--- config.mk ---
export PLATFORM = sky130hd
export DESIGN_NAME = ps2_key_fifo_flat
export DESIGN_NICKNAME = d
export VERILOG_FILES = /design/src/rtl/ps2_key_fifo_pkg.sv /design/src/rtl/ps2_key_fifo_if.sv /design/src/rtl/ps2_key_fifo_fifo.sv /design/src/rtl/ps2_key_fifo.sv /design/src/flat_wrapper.sv
export SDC_FILE = /design/constraint.sdc
export NUM_CORES = 1
export LEC_CHECK = 0
export BUFFER_PORTS_ARGS = -buffer_cell sky130_fd_sc_hd__clkbuf_2
export CORE_ASPECT_RATIO = 0.5
export CORE_MARGIN = 2
export CORE_UTILIZATION = 26
export CTS_BUF_LIST = sky130_fd_sc_hd__clkbuf_4 sky130_fd_sc_hd__clkbuf_8 sky130_fd_sc_hd__clkbuf_16
export DETAILED_ROUTE_END_ITERATION = 10
export PLACE_DENSITY_LB_ADDON = 0.15
export SYNTH_ARGS = -nofsm -noshare
export SYNTH_HDL_FRONTEND = slang
export SYNTH_SLANG_ARGS = --single-unit
--- constraint.sdc ---
create_clock -name clk_sys -period 4.95 [get_ports clk_sys]
set_input_delay 0.7425 -clock clk_sys [delete_from_list [all_inputs] [get_ports clk_sys]]
set_output_delay 0.7425 -clock clk_sys [all_outputs]
set_load 0.01 [all_outputs]
--- src/rtl/ps2_key_fifo_pkg.sv ---
// Shared definitions for the PS/2 key event FIFO.
// Key-word bit positions, queued event layout and drop counter limit.
`timescale 1ns/1ps
package ps2_key_pkg;

  localparam int KEY_TOGGLE  = 10;
  localparam int KEY_PRESSED = 9;
  localparam int KEY_EXT     = 8;

  localparam logic [7:0] DROP_MAX = 8'hFF;

  typedef struct packed {
    logic       pressed;
    logic       extended;
    logic [7:0] code;
  } ps2_evt_t;

endpackage

--- src/rtl/ps2_key_fifo_if.sv ---
// Bus bundle between the CPU side and ps2_key_fifo.
// master: key word, rd/clr strobes in; slave: head entry and status out.
`timescale 1ns/1ps
interface ps2_key_fifo_if #(
  parameter int DEPTH = 16
);
  localparam int AW = $clog2(DEPTH);

  logic [10:0] ps2_key;
  logic        rd;
  logic        clr;
  logic [9:0]  dout;
  logic        empty;
  logic        full;
  logic [AW:0] count;
  logic        overflow;
  logic [7:0]  drop_cnt;

  modport master (
    output ps2_key, rd, clr,
    input  dout, empty, full, count,
    input  overflow, drop_cnt
  );

  modport slave (
    input  ps2_key, rd, clr,
    output dout, empty, full, count,
    output overflow, drop_cnt
  );

endinterface

--- src/rtl/ps2_key_fifo_fifo.sv ---
// First-word-fall-through FIFO with a registered head output.
// Ports: push/din write, pop advance, dout head, empty/full/count status.
`timescale 1ns/1ps
module sync_fifo_fwft #(
  parameter int DEPTH = 16,
  parameter int W     = 10
) (
  input  logic                       clk,
  input  logic                       rst,
  input  logic                       push,
  input  logic [W-1:0]               din,
  input  logic                       pop,
  output logic [W-1:0]               dout,
  output logic                       empty,
  output logic                       full,
  output logic [$clog2(DEPTH):0]     count
);

  localparam int AW = $clog2(DEPTH);

  logic [W-1:0]  mem_q [DEPTH];
  logic [AW-1:0] wr_ptr_q, wr_ptr_d;
  logic [AW-1:0] rd_ptr_q, rd_ptr_d;
  logic [AW-1:0] rd_nxt;
  logic [AW:0]   count_q, count_d;
  logic [W-1:0]  dout_q, dout_d;
  logic          empty_w, full_w;
  logic          push_ok, pop_ok;

  assign empty_w = (count_q == '0);
  assign full_w  = (count_q == (AW+1)'(DEPTH));
  assign pop_ok  = pop & ~empty_w;
  // A full FIFO still takes a push when a pop frees the slot.
  assign push_ok = push & (~full_w | pop_ok);
  assign rd_nxt  = rd_ptr_q + AW'(1);

  always_comb begin
    wr_ptr_d = wr_ptr_q;
    rd_ptr_d = rd_ptr_q;
    count_d  = count_q;
    dout_d   = dout_q;
    if (push_ok) wr_ptr_d = wr_ptr_q + AW'(1);
    if (pop_ok)  rd_ptr_d = rd_nxt;
    case ({push_ok, pop_ok})
      2'b10:   count_d = count_q + (AW+1)'(1);
      2'b01:   count_d = count_q - (AW+1)'(1);
      default: count_d = count_q;
    endcase
    // Head register: next stored entry, or the incoming
    // word when it becomes the new head. Drained: hold.
    if (pop_ok) begin
      if (count_q > (AW+1)'(1))
        dout_d = mem_q[rd_nxt];
      else if (push_ok)
        dout_d = din;
    end else if (push_ok && empty_w) begin
      dout_d = din;
    end
  end

  always_ff @(posedge clk) begin
    if (push_ok) mem_q[wr_ptr_q] <= din;
  end

  always_ff @(posedge clk or posedge rst) begin
    if (rst) begin
      wr_ptr_q <= '0;
      rd_ptr_q <= '0;
      count_q  <= '0;
      dout_q   <= '0;
    end else begin
      wr_ptr_q <= wr_ptr_d;
      rd_ptr_q <= rd_ptr_d;
      count_q  <= count_d;
      dout_q   <= dout_d;
    end
  end

  assign dout  = dout_q;
  assign empty = empty_w;
  assign full  = full_w;
  assign count = count_q;

endmodule

--- src/rtl/ps2_key_fifo.sv ---
// Turns toggle-flagged hps_io key words into queued key events.
// Ports: clk_sys, reset, bus (slave): ps2_key/rd/clr in; dout/status out.
`timescale 1ns/1ps
module ps2_key_fifo
  import ps2_key_pkg::*;
#(
  parameter int DEPTH = 16
) (
  input  logic           clk_sys,
  input  logic           reset,
  ps2_key_fifo_if.slave  bus
);

  localparam int AW = $clog2(DEPTH);

  logic [10:0] key_q, key_d;
  logic        tog_q, tog_d;
  logic        armed_q, armed_d;
  logic        ovf_q, ovf_d;
  logic [7:0]  drop_q, drop_d;
  logic [7:0]  drop_base;
  logic        evt, push, drop;
  ps2_evt_t    evt_word;
  logic [9:0]  fifo_dout;
  logic        fifo_empty, fifo_full;
  logic [AW:0] fifo_count;

  always_comb begin
    key_d   = bus.ps2_key;
    armed_d = 1'b1;
    tog_d   = tog_q;
    evt     = 1'b0;
    // First edge out of reset only samples the toggle,
    // so a stale toggle level never yields an event.
    if (!armed_q) begin
      tog_d = bus.ps2_key[KEY_TOGGLE];
    end else if (key_q[KEY_TOGGLE] != tog_q) begin
      evt   = 1'b1;
      tog_d = key_q[KEY_TOGGLE];
    end
  end

  always_comb begin
    evt_word.pressed  = key_q[KEY_PRESSED];
    evt_word.extended = key_q[KEY_EXT];
    evt_word.code     = key_q[7:0];
  end

  // Full implies non-empty, so rd alone means a real pop.
  assign push = evt & (~fifo_full | bus.rd);
  assign drop = evt & fifo_full & ~bus.rd;

  always_comb begin
    // A drop in the clearing cycle counts from zero.
    drop_base = bus.clr ? 8'h00 : drop_q;
    drop_d    = drop_base;
    ovf_d     = ovf_q & ~bus.clr;
    if (drop) begin
      ovf_d = 1'b1;
      if (drop_base != DROP_MAX)
        drop_d = drop_base + 8'h01;
    end
  end

  always_ff @(posedge clk_sys or posedge reset) begin
    if (reset) begin
      key_q   <= '0;
      tog_q   <= 1'b0;
      armed_q <= 1'b0;
      ovf_q   <= 1'b0;
      drop_q  <= '0;
    end else begin
      key_q   <= key_d;
      tog_q   <= tog_d;
      armed_q <= armed_d;
      ovf_q   <= ovf_d;
      drop_q  <= drop_d;
    end
  end

  sync_fifo_fwft #(
    .DEPTH (DEPTH),
    .W     (10)
  ) u_fifo (
    .clk   (clk_sys),
    .rst   (reset),
    .push  (push),
    .din   (evt_word),
    .pop   (bus.rd),
    .dout  (fifo_dout),
    .empty (fifo_empty),
    .full  (fifo_full),
    .count (fifo_count)
  );

  assign bus.dout     = fifo_dout;
  assign bus.empty    = fifo_empty;
  assign bus.full     = fifo_full;
  assign bus.count    = fifo_count;
  assign bus.overflow = ovf_q;
  assign bus.drop_cnt = drop_q;

endmodule

--- src/flat_wrapper.sv ---
// flat-port wrapper written by rule: the top's interface ports become plain ports
module ps2_key_fifo_flat import ps2_key_pkg::*;
#(
  parameter int DEPTH = 16
)
  (clk_sys, reset, bus_ps2_key, bus_rd, bus_clr, bus_dout, bus_empty, bus_full, bus_count, bus_overflow, bus_drop_cnt);
  ps2_key_fifo_if #(.DEPTH(DEPTH)) bus_i ();
  input  logic clk_sys;
  input  logic reset;
  input wire logic [$bits(bus_i.ps2_key)-1:0] bus_ps2_key;
  input wire logic [$bits(bus_i.rd)-1:0] bus_rd;
  input wire logic [$bits(bus_i.clr)-1:0] bus_clr;
  output wire logic [$bits(bus_i.dout)-1:0] bus_dout;
  output wire logic [$bits(bus_i.empty)-1:0] bus_empty;
  output wire logic [$bits(bus_i.full)-1:0] bus_full;
  output wire logic [$bits(bus_i.count)-1:0] bus_count;
  output wire logic [$bits(bus_i.overflow)-1:0] bus_overflow;
  output wire logic [$bits(bus_i.drop_cnt)-1:0] bus_drop_cnt;
  assign bus_i.ps2_key = bus_ps2_key;
  assign bus_i.rd = bus_rd;
  assign bus_i.clr = bus_clr;
  assign bus_dout = bus_i.dout;
  assign bus_empty = bus_i.empty;
  assign bus_full = bus_i.full;
  assign bus_count = bus_i.count;
  assign bus_overflow = bus_i.overflow;
  assign bus_drop_cnt = bus_i.drop_cnt;
  ps2_key_fifo #(.DEPTH(DEPTH)) u_core (.clk_sys(clk_sys), .reset(reset), .bus(bus_i));
endmodule
==> results.py, run 1 <==
metrics = {
    "yosys": {
        "synth_top_area_cell": "edfxtp_1",
        "synth_area_leaders": "edfxtp_1 (57%), dfrtp_1 (13%), mux4_2 (8.0%), mux4_1 (3.1%), ha_1 (1.8%)",
        "async_reset_ff_share_pct": 22.0,
        "ys_seq_area_share_pct": 70.1,
        "ys.flop_type": "edfxtp_1",
        "synth_edf_count": 160,
        "yosysWarnings": 0,
        "yosysUniqueCellTypes": 57,
        "synth_cells": 454,
        "synth_top_area_share_pct": 56.8,
        "synth_nets": 481,
        "synth.avg_cell_area_um2": 18.6,
        "netlist_area_um2": 8450,
        "ys_ff_latch": 205,
    },
    "clock_tree": {
        "cts.sinks": 205,
        "cts-root-buf": "clkbuf_16",
        "ctsHoldBuffers": 0,
        "clk_path_buf_depth": 3,
        "clk-insertion-delay-late_ns": 0.51,
        "numCtsBuffers": 22,
        "cts_setup_buffers": 0,
        "htreeDepth": 1,
        "cts_tree": "done",
        "cts.clk_slew.worst_paths_ns": 0.07,
        "cts_resized": 0,
    },
    "cells_and_area": {
        "multi_input_area_um2": 2340,
        "fin_cells": 952,
        "n_antenna_cell": 0,
        "register_area_um2": 5930,
        "fin_nets": 531,
        "area_growth_pct": 15.6,
        "fill_cells": 3106,
        "drive_gt1_share_pct": 28.5,
    },
    "die": {
        "start_util_pct": 26.6,
        "dieArea_um2": 34100,
        "io_pins": 41,
        "dieHeight_um": 132,
        "fp-row-count": 46,
        "die_w_um": 259,
        "coreArea_um2": 31800,
    },
    "job": {
        "cap_violations": 0,
    },
    "min_path": {
        "worstHoldStart": "bus_ps2_key[9]",
        "hold_class": "primary input to flop",
        "holdPathStages": 1,
        "min_to": "u_core.key_q[9]$_DFF_PP0_",
    },
    "worst_setup_path": {
        "criticalPathCategory": "flop to flop",
        "worstSetupStartpoint": "u_core.u_fifo.count[0]$_DFFE_PP0P_",
        "end_kind": "flop",
        "cp_data_required_time_ns": 5.30,
        "worst_setup_path_start_kind": "flop",
        "ff2ff_path_depth": 9,
        "arrival_ns": 3.42,
        "rr_startpoint": "u_core.u_fifo.count[0]$_DFFE_PP0P_",
        "worstPathMaxFanout": 20,
        "r2r_slack_ns": 1.88,
        "r2r-end": "u_core.u_fifo.dout[1]$_DFFE_PP0P_",
    },
    "route": {
        "vias": 4239,
        "drtPass1Iterations": 5,
        "drt_iter0_markers": 288,
        "ant_nets": 0,
        "wl_per_cell_um": 20.5,
        "viasPerCell": 4.45,
        "routed_wl_um": 19500,
        "drc": 0,
    },
    "timing": {
        "skew_ns": 0.0178,
        "final_max_slew_viol_count": 0,
        "max_slew_margin_pct": 17.3,
        "tightest_slew_ns": 1.24,
        "tns_ns": 0,
        "hold_ws_ns": 0.337,
        "fin_crit_ns": 3.07,
        "finalHoldViolations": 0,
        "rsz0062_at_grt": "false",
        "finalCritPeriodShare_pct": 62.0,
        "setup_viol_count_final": 0,
        "worst_slack_ns": 1.88,
        "max_freq_ghz": 0.326,
    },
    "grt": {
        "antenna_found_initial": 0,
        "grt_pass1_vias": 4318,
        "grt_pass1_wl_um": 29100,
        "grt.total_usage_pct": 11.5,
        "grt_max_degree": 46,
        "grt_overflow_total": 0,
    },
    "place": {
        "portBuffers": 40,
        "place.gp.congestion": 0.736,
        "dp_cells": 912,
        "dpl.hpwl_um": 12100,
        "place_ws_ns": 1.90,
    },
    "pwr": {
        "static-leakage-power_nw": 3.41,
        "ir_drop_uv": 409,
        "power_density_nw_per_um2": 562,
    },
    "run_status": {
        "status": "completed",
    },
}
## synth_stat cells (8+ instances only)
cell type and n:
edfxtp_1 160, inv_1 10, dfrtp_1 45, mux4_1 10, xnor2_1 8, or2_2 10
a222oi_1 10, mux2i_1 11, nor2_1 9, and2_1 17, a211oi_1 11, a21oi_1 15
mux4_2 30, ha_1 12, nand2_1 9
## layout by cell type, fill, tap and decap left out, drive strengths merged, types with 6 or more instances in the layout
master / n
mux2i: 11
a211oi: 12
a222oi: 10
a21oi: 17
ha: 12
nor2: 11
clkbuf: 70
edfxtp: 160
and2: 18
xor2: 6
or2: 10
nand3: 7
nor2b: 7
clkinv: 10
nand2: 11
xnor2: 8
dfrtp: 45
inv: 11
mux4: 40
## where the power goes
part | switching [mW] | internal [mW]
Combinational | 0.970 | 0.748
Clock | 0.673 | 0.889
Sequential | 0.179 | 2.04
## kinds of logic after synthesis
logic type / synth area share (%)
AO/OA/AOI/OAI: 4.50
AND/OR/NAND/NOR: 6.85
buffers and inverters: 2.16
multiplexers: 13.1
other: 0.0444
flip-flops: 70.1
adder cells (fa/ha/maj): 1.78
XOR/XNOR: 1.45
## routing by layer
| layer | global-route usage, % | vias up | part of all wire (%) |
|---|---|---|---|
| met5 | 0 | - | 0 |
| met4 | 2.50 | 0 | 1.6 |
| met3 | 2.72 | 24 | 4.9 |
| met2 | 17.4 | 91 | 44 |
| met1 | 16.7 | 2215 | 49 |
| li1 | - | 1909 | - |
## worst max path at each step
stage | end | slack (ns) | cells after the start
after floorplan | u_core.u_fifo.dout[0]$_DFFE_PP0P_ | 2.65 | 12
after global placement | u_core.u_fifo.dout[4]$_DFFE_PP0P_ | 1.96 | 8
after detailed placement | u_core.u_fifo.dout[4]$_DFFE_PP0P_ | 1.90 | 9
after CTS | u_core.u_fifo.dout[1]$_DFFE_PP0P_ | 1.90 | 11
after global routing | u_core.u_fifo.dout[0]$_DFFE_PP0P_ | 1.70 | 11
final | u_core.u_fifo.dout[1]$_DFFE_PP0P_ | 1.88 | 9
## worst max-delay path, stage by stage (launching register included)
cell and delay (ns):
dfrtp_1 0.48, inv_1 0.13, ha_1 0.23, nor4b_4 0.15, nor2_2 0.34, ha_1 0.22, inv_1 0.06, o22ai_2 0.97
mux2i_1 0.29, a21oi_1 0.06
## stage by stage
| stage | power (mW) | instance area (um2) | util [%] |
|---|---|---|---|
| floorplan | 3.45 | 8450 | - |
| global placement | 4.01 | 9080 | 28.5 |
| detailed placement | 4.01 | 9080 | 28.5 |
| CTS | 5.59 | 9770 | 30.7 |
| global route | 5.78 | 9770 | 30.7 |
| finish | 5.50 | 9770 | 30.7 |
## final cells by class
cell class                      count  share of cell area, %
Clock buffer                       30                   6.38
Clock inverter                     10                  0.704
Inverter                           11                  0.423
Multi-Input combinational cell    221                   24.0
Sequential cell                   205                   60.7
Tap cell                          432                   5.53
Timing Repair Buffer               43                   2.28
## flip-flops by register name (all words and copies together) (netlist names)
register and flops:
u_core.u_fifo.count 5, u_core.tog_q 1, u_core.u_fifo.mem_q 160, u_core.armed_q 1, u_core.bus.overflow 1, u_core.key_q 11
u_core.u_fifo.wr_ptr_q 4, u_core.bus.drop_cnt 8, u_core.u_fifo.rd_ptr_q 4, u_core.u_fifo.dout 10
Power figures use the tool's default switching activity.
==> inputs of run 2 (changes only) <==
clock period = 2.88 ns   (was 4.95 ns; I/O delays follow)
==> run 2 against run 1 <==
Net effect: final area rose by 2.4%; largest power group unchanged; sequential power rose by 71%; worst hold slack got worse by 0.31 ns; clock power rose by 80%; final cell count rose by 2.5%; clock-buffer cell count fell by 3; via count rose by 1.9%; maximum frequency rose by 20%; register-to-register slack got worse by 1.6 ns; die area did not move.
==> results.py, run 2 (synthesis results as in run 1) <==
metrics = {
    "worst_setup_path": {
        "ff2ff_path_depth": 12,
        "cp_cell_sequence": "inv_1, ha_1, and4bb_4, and2_4, nor2_8, inv_2, ha_1, inv_1, o22ai_2, buf_4, a211oi_1, a21oi_1",
        "criticalPathCategory": "flop to flop",
        "r2r_slack_ns": 0.32,
        "rr_startpoint": "u_core.u_fifo.count[0]$_DFFE_PP0P_",
        "cp_data_required_time_ns": 3.25,
        "end_kind": "flop",
        "max_stage_delay_ns": 0.45,
        "worstSetupStartpoint": "u_core.u_fifo.count[0]$_DFFE_PP0P_",
        "arrival_ns": 2.93,
        "worst_setup_path_start_kind": "flop",
        "worstPathMaxFanout": 20,
        "r2r-end": "u_core.u_fifo.dout[7]$_DFFE_PP0P_",
        "slowest_stage": "dfrtp_1",
        "cp-endpoint": "u_core.u_fifo.dout[7]$_DFFE_PP0P_",
    },
    "grt": {
        "grt_max_degree": 40,
        "grt.total_usage_pct": 12.2,
        "antenna_found_initial": 0,
        "grtUsageMet2_pct": 18.9,
        "grt_pass1_wl_um": 30800,
        "grt_overflow_total": 0,
        "top_usage_layer": "met2",
        "met3_usage_pct": 2.08,
        "grt_pass1_vias": 4506,
        "met1_usage_pct": 17.9,
    },
    "timing": {
        "final_max_slew_viol_count": 0,
        "fin_crit_ns": 2.56,
        "tightest_slew_ns": 1.01,
        "finalHoldViolations": 0,
        "setup_viol_count_final": 0,
        "max_slew_margin_pct": 32.4,
        "tns_ns": 0,
        "skew_ns": 0.0139,
        "finalCritPeriodShare_pct": 89.0,
        "max_freq_ghz": 0.390,
        "rsz0062_at_grt": "false",
        "worst_slack_ns": 0.316,
        "hold_ws_ns": 0.0306,
    },
    "pwr": {
        "power_density_nw_per_um2": 976,
        "static-leakage-power_nw": 3.56,
        "ir_drop_uv": 466,
    },
    "cells_and_area": {
        "area_growth_pct": 18.4,
        "fin_nets": 555,
        "largest_reg_flops": 160,
        "final_common_cell": "edfxtp_1",
        "drive_gt1_share_pct": 31.6,
        "regMostFlops": "u_core.u_fifo.mem_q",
        "n_antenna_cell": 0,
        "final_cell_mix": "edfxtp_1 (160), dfrtp_1 (44), clkbuf_2 (40)",
    },
    "die": {
        "die_w_um": 259,
        "fp-row-count": 46,
        "coreArea_um2": 31800,
        "start_util_pct": 26.6,
        "dieArea_um2": 34100,
        "io_pins": 41,
        "dieHeight_um": 132,
    },
    "clock_tree": {
        "cts_tree": "done",
        "cts_resized": 0,
        "cts.clk_slew.worst_paths_ns": 0.06,
        "numCtsBuffers": 22,
        "htreeDepth": 1,
        "clk-insertion-delay-late_ns": 0.51,
        "cts.sinks": 205,
        "clk_path_buf_depth": 3,
        "cts-root-buf": "clkbuf_16",
    },
    "place": {
        "portBuffers": 40,
        "place_ws_ns": 0.330,
        "place.gp.congestion": 0.711,
        "dpl.hpwl_um": 12800,
    },
    "run_status": {
        "status": "completed",
    },
    "route": {
        "routed_wl_um": 20400,
        "wl_per_cell_um": 21.0,
        "ant_nets": 0,
        "vias": 4319,
        "drc": 0,
        "viasPerCell": 4.43,
        "drt_iter0_markers": 334,
        "drtPass1Iterations": 4,
    },
    "min_path": {
        "hold_class": "primary input to flop",
    },
    "job": {
        "cap_violations": 0,
    },
}
==> run 2: cell type report <==
type                            instances  area (um2)
Timing Repair Buffer                   67         430
Clock inverter                         13         124
Multi-Input combinational cell        221        2340
Clock buffer                           27         594
Fill cell                            3095       21800
Inverter                               11        41.3
Tap cell                              432         541
Sequential cell                       205        5930
==> run 2: worst min path at each step <==
stage,slack (ns),to,cells after the start,startpoint
floorplan,0.46,u_core.key_q[0]$_DFF_PP0_,0,bus_ps2_key[0]
global placement,0.41,u_core.key_q[4]$_DFF_PP0_,2,reset
detailed placement,0.41,u_core.key_q[4]$_DFF_PP0_,2,reset
CTS,0.01,u_core.key_q[7]$_DFF_PP0_,1,bus_ps2_key[7]
global route,0.01,u_core.key_q[7]$_DFF_PP0_,1,bus_ps2_key[7]
finish,0.03,u_core.key_q[7]$_DFF_PP0_,1,bus_ps2_key[7]
==> run 2: metrics by stage <==
step                cell area [um2]  power [mW]  std cells  utilization, %
floorplan                      8450        5.93        454               -
global placement               9280        7.09        935            29.1
detailed placement             9280        7.07        935            29.1
CTS                           10000        9.91        976            31.4
global route                  10000        10.2        976            31.4
finish                        10000        9.76        976            31.4
==> run 2: power by group <==
group	internal [mW]	total (mW)	switching [mW]
Sequential	3.50	3.80	0.303
Clock	1.65	2.81	1.15
Combinational	1.40	3.16	1.75
==> run 2: worst max-delay path, delay by kind of cell, from the launching register on <==
family                   cells  cell delay [ns]
buffers and inverters        4             0.53
AND/OR/NAND/NOR              3             0.52
AO/OA/AOI/OAI                3             0.47
flip-flops                   1             0.45
adder cells (fa/ha/maj)      2             0.42
==> run 2: timing repair <==
item,CTS,global route
hold buffers,1,0
endpoints found under the hold margin,14,0
setup buffers,0,0
==> run 2: layer usage <==
metal | vias up | share of wire (%)
met5 | - | 0
met4 | 0 | 2.0
met3 | 27 | 4.3
met2 | 76 | 45
met1 | 2258 | 48
li1 | 1958 | -
==> inputs of run 3 (changes only) <==
PLACE_DENSITY_LB_ADDON = 0.05   (was 0.15)
==> run 3 against run 2 <==
Net effect: first-iteration DRC count decreased by 4.8%; maximum frequency shrank 0.28%; non-clock buffer count up 3; highest routed layer unchanged; clock skew up 0.0052 ns; final cell count is 0.10% higher; routed wire length rose by 2.9%; sequential power about the same; combinational power rose by 4%; worst hold slack improved by 0.0017 ns; critical path depth stayed put.
==> results.py, run 3 (synthesis results as in run 1) <==
metrics = {
    "run_status": {
        "status": "completed",
    },
    "grt": {
        "grt_overflow_total": 0,
        "grt_pass1_vias": 4441,
        "antenna_found_initial": 0,
        "grt_pass1_wl_um": 30700,
        "grt_max_degree": 31,
        "grt.total_usage_pct": 12.4,
    },
    "clock_tree": {
        "cts-root-buf": "clkbuf_16",
        "cts.sinks": 205,
        "clk-insertion-delay-late_ns": 0.51,
        "cts.clk_slew.worst_paths_ns": 0.06,
        "htreeDepth": 1,
        "ctsHoldBuffers": 1,
        "numCtsBuffers": 21,
        "cts_resized": 0,
        "cts_tree": "done",
        "cts_setup_buffers": 0,
        "clk_path_buf_depth": 3,
    },
    "worst_setup_path": {
        "max_stage_delay_ns": 0.47,
        "worstPathMaxFanout": 20,
        "cp_cell_sequence": "inv_1, ha_1, and4bb_4, and2_4, nor2_8, inv_2, ha_1, inv_1, o22ai_2, buf_4, a211oi_1, a21oi_1",
        "slowest_stage": "dfrtp_1",
        "cp_data_required_time_ns": 3.23,
        "end_kind": "flop",
        "arrival_ns": 2.93,
        "criticalPathCategory": "flop to flop",
        "worst_setup_path_start_kind": "flop",
    },
    "pwr": {
        "static-leakage-power_nw": 3.58,
        "power_density_nw_per_um2": 1000,
        "ir_drop_uv": 488,
    },
    "route": {
        "routed_wl_um": 21100,
        "drc": 0,
        "wl_per_cell_um": 21.5,
        "viasPerCell": 4.44,
        "vias": 4337,
        "drt_iter0_markers": 318,
        "ant_nets": 0,
        "drtPass1Iterations": 5,
    },
    "die": {
        "start_util_pct": 26.6,
        "dieArea_um2": 34100,
        "coreArea_um2": 31800,
        "fp-row-count": 46,
        "io_pins": 41,
        "dieHeight_um": 132,
        "die_w_um": 259,
    },
    "cells_and_area": {
        "fill_cells": 3078,
        "final_common_cell": "edfxtp_1",
        "multi_input_area_um2": 2340,
        "regMostFlops": "u_core.u_fifo.mem_q",
        "final_cell_mix": "edfxtp_1 (160), dfrtp_1 (44), clkbuf_2 (40)",
        "area_growth_pct": 19.0,
        "register_area_um2": 5930,
        "drive_gt1_share_pct": 31.4,
        "fin_nets": 557,
        "largest_reg_flops": 160,
    },
    "timing": {
        "final_max_slew_viol_count": 0,
        "skew_ns": 0.0192,
        "tns_ns": 0,
        "max_freq_ghz": 0.389,
        "worst_slack_ns": 0.308,
        "finalCritPeriodShare_pct": 89.3,
        "tightest_slew_ns": 0.849,
        "setup_viol_count_final": 0,
        "hold_ws_ns": 0.0323,
        "fin_crit_ns": 2.57,
        "finalHoldViolations": 0,
        "rsz0062_at_grt": "false",
        "max_slew_margin_pct": 43.4,
    },
    "place": {
        "portBuffers": 40,
        "dpl.hpwl_um": 13800,
        "place.gp.congestion": 0.679,
        "place_ws_ns": 0.257,
    },
    "job": {
        "cap_violations": 0,
    },
    "min_path": {
        "hold_class": "primary input to flop",
    },
}
run 3: changes by cell type in the layout (fill, tap and decap cells not counted):
| cell | before | now |
|---|---|---|
| buf_12 | 2 | 1 |
| buf_4 | 24 | 28 |
| bufinv_16 | 2 | 5 |
| clkbuf_8 | 1 | 0 |
| clkinv_1 | 2 | 3 |
| clkinv_2 | 8 | 2 |
| clkinv_8 | 1 | 0 |
| diode_2 | 0 | 1 |
| inv_6 | 0 | 1 |
run 3: per-layer routing:
layer	vias up	share of wire (%)	global-route usage (%)
met1	2269	51	18.5
met3	24	4.3	2.78
met2	78	44	18.3
met4	0	1.5	2.54
met5	-	0	0
li1	1966	-	-
run 3: power breakdown:
part / total [mW] / leakage, nW / switching (mW) / internal (mW)
clock network: 3.04 / 0.377 / 1.16 / 1.88
logic: 3.28 / 1.21 / 1.83 / 1.45
registers: 3.79 / 1.99 / 0.296 / 3.50
total: 10.1 / 3.58 / 3.28 / 6.83
run 3: worst max-delay path, delay by kind of cell (launching register included):
kind | cells | cell delay [ns]
adder cells (fa/ha/maj) | 2 | 0.40
buffers and inverters | 4 | 0.53
AND/OR/NAND/NOR | 3 | 0.53
AO/OA/AOI/OAI | 3 | 0.49
flip-flops | 1 | 0.47
run 3: final timing paths:
kind                                                          from                                end  slack [ns]  cells after the start
worst max-delay path            u_core.u_fifo.count[1]$_DFFE_PP0P_  u_core.u_fifo.dout[7]$_DFFE_PP0P_        0.31                     12
worst min-delay path                                bus_ps2_key[4]          u_core.key_q[4]$_DFF_PP0_        0.03                      1
worst max register to register  u_core.u_fifo.count[1]$_DFFE_PP0P_  u_core.u_fifo.dout[7]$_DFFE_PP0P_        0.31                     12
worst min register to register          u_core.key_q[10]$_DFF_PP0_           u_core.tog_q$_DFFE_PP0P_        0.52                      1
max in group asynchronous                                    reset  u_core.u_fifo.dout[6]$_DFFE_PP0P_        1.72                      4
min in group asynchronous                                    reset   u_core.bus.drop_cnt[7]$_DFF_PP0_        0.50                      3
run 3: layout make-up:
class / count / share of cell area (%)
Antenna cell: 1 / 0.0249
Clock inverter: 11 / 1.79
Tap cell: 432 / 5.37
Sequential cell: 205 / 59.0
Clock buffer: 26 / 5.77
Timing Repair Buffer: 70 / 4.38
Inverter: 11 / 0.410
Multi-Input combinational cell: 221 / 23.3
run 3: through the flow:
step | power, mW | cell area [um2] | std cells | util (%)
2_1_floorplan | 5.93 | 8450 | 454 | -
3_3_place_gp | 7.24 | 9290 | 938 | 29.2
3_5_place_dp | 7.21 | 9290 | 938 | 29.2
4_1_cts | 10.3 | 10100 | 976 | 31.6
5_1_grt | 10.6 | 10100 | 976 | 31.6
6_report | 10.1 | 10100 | 977 | 31.6
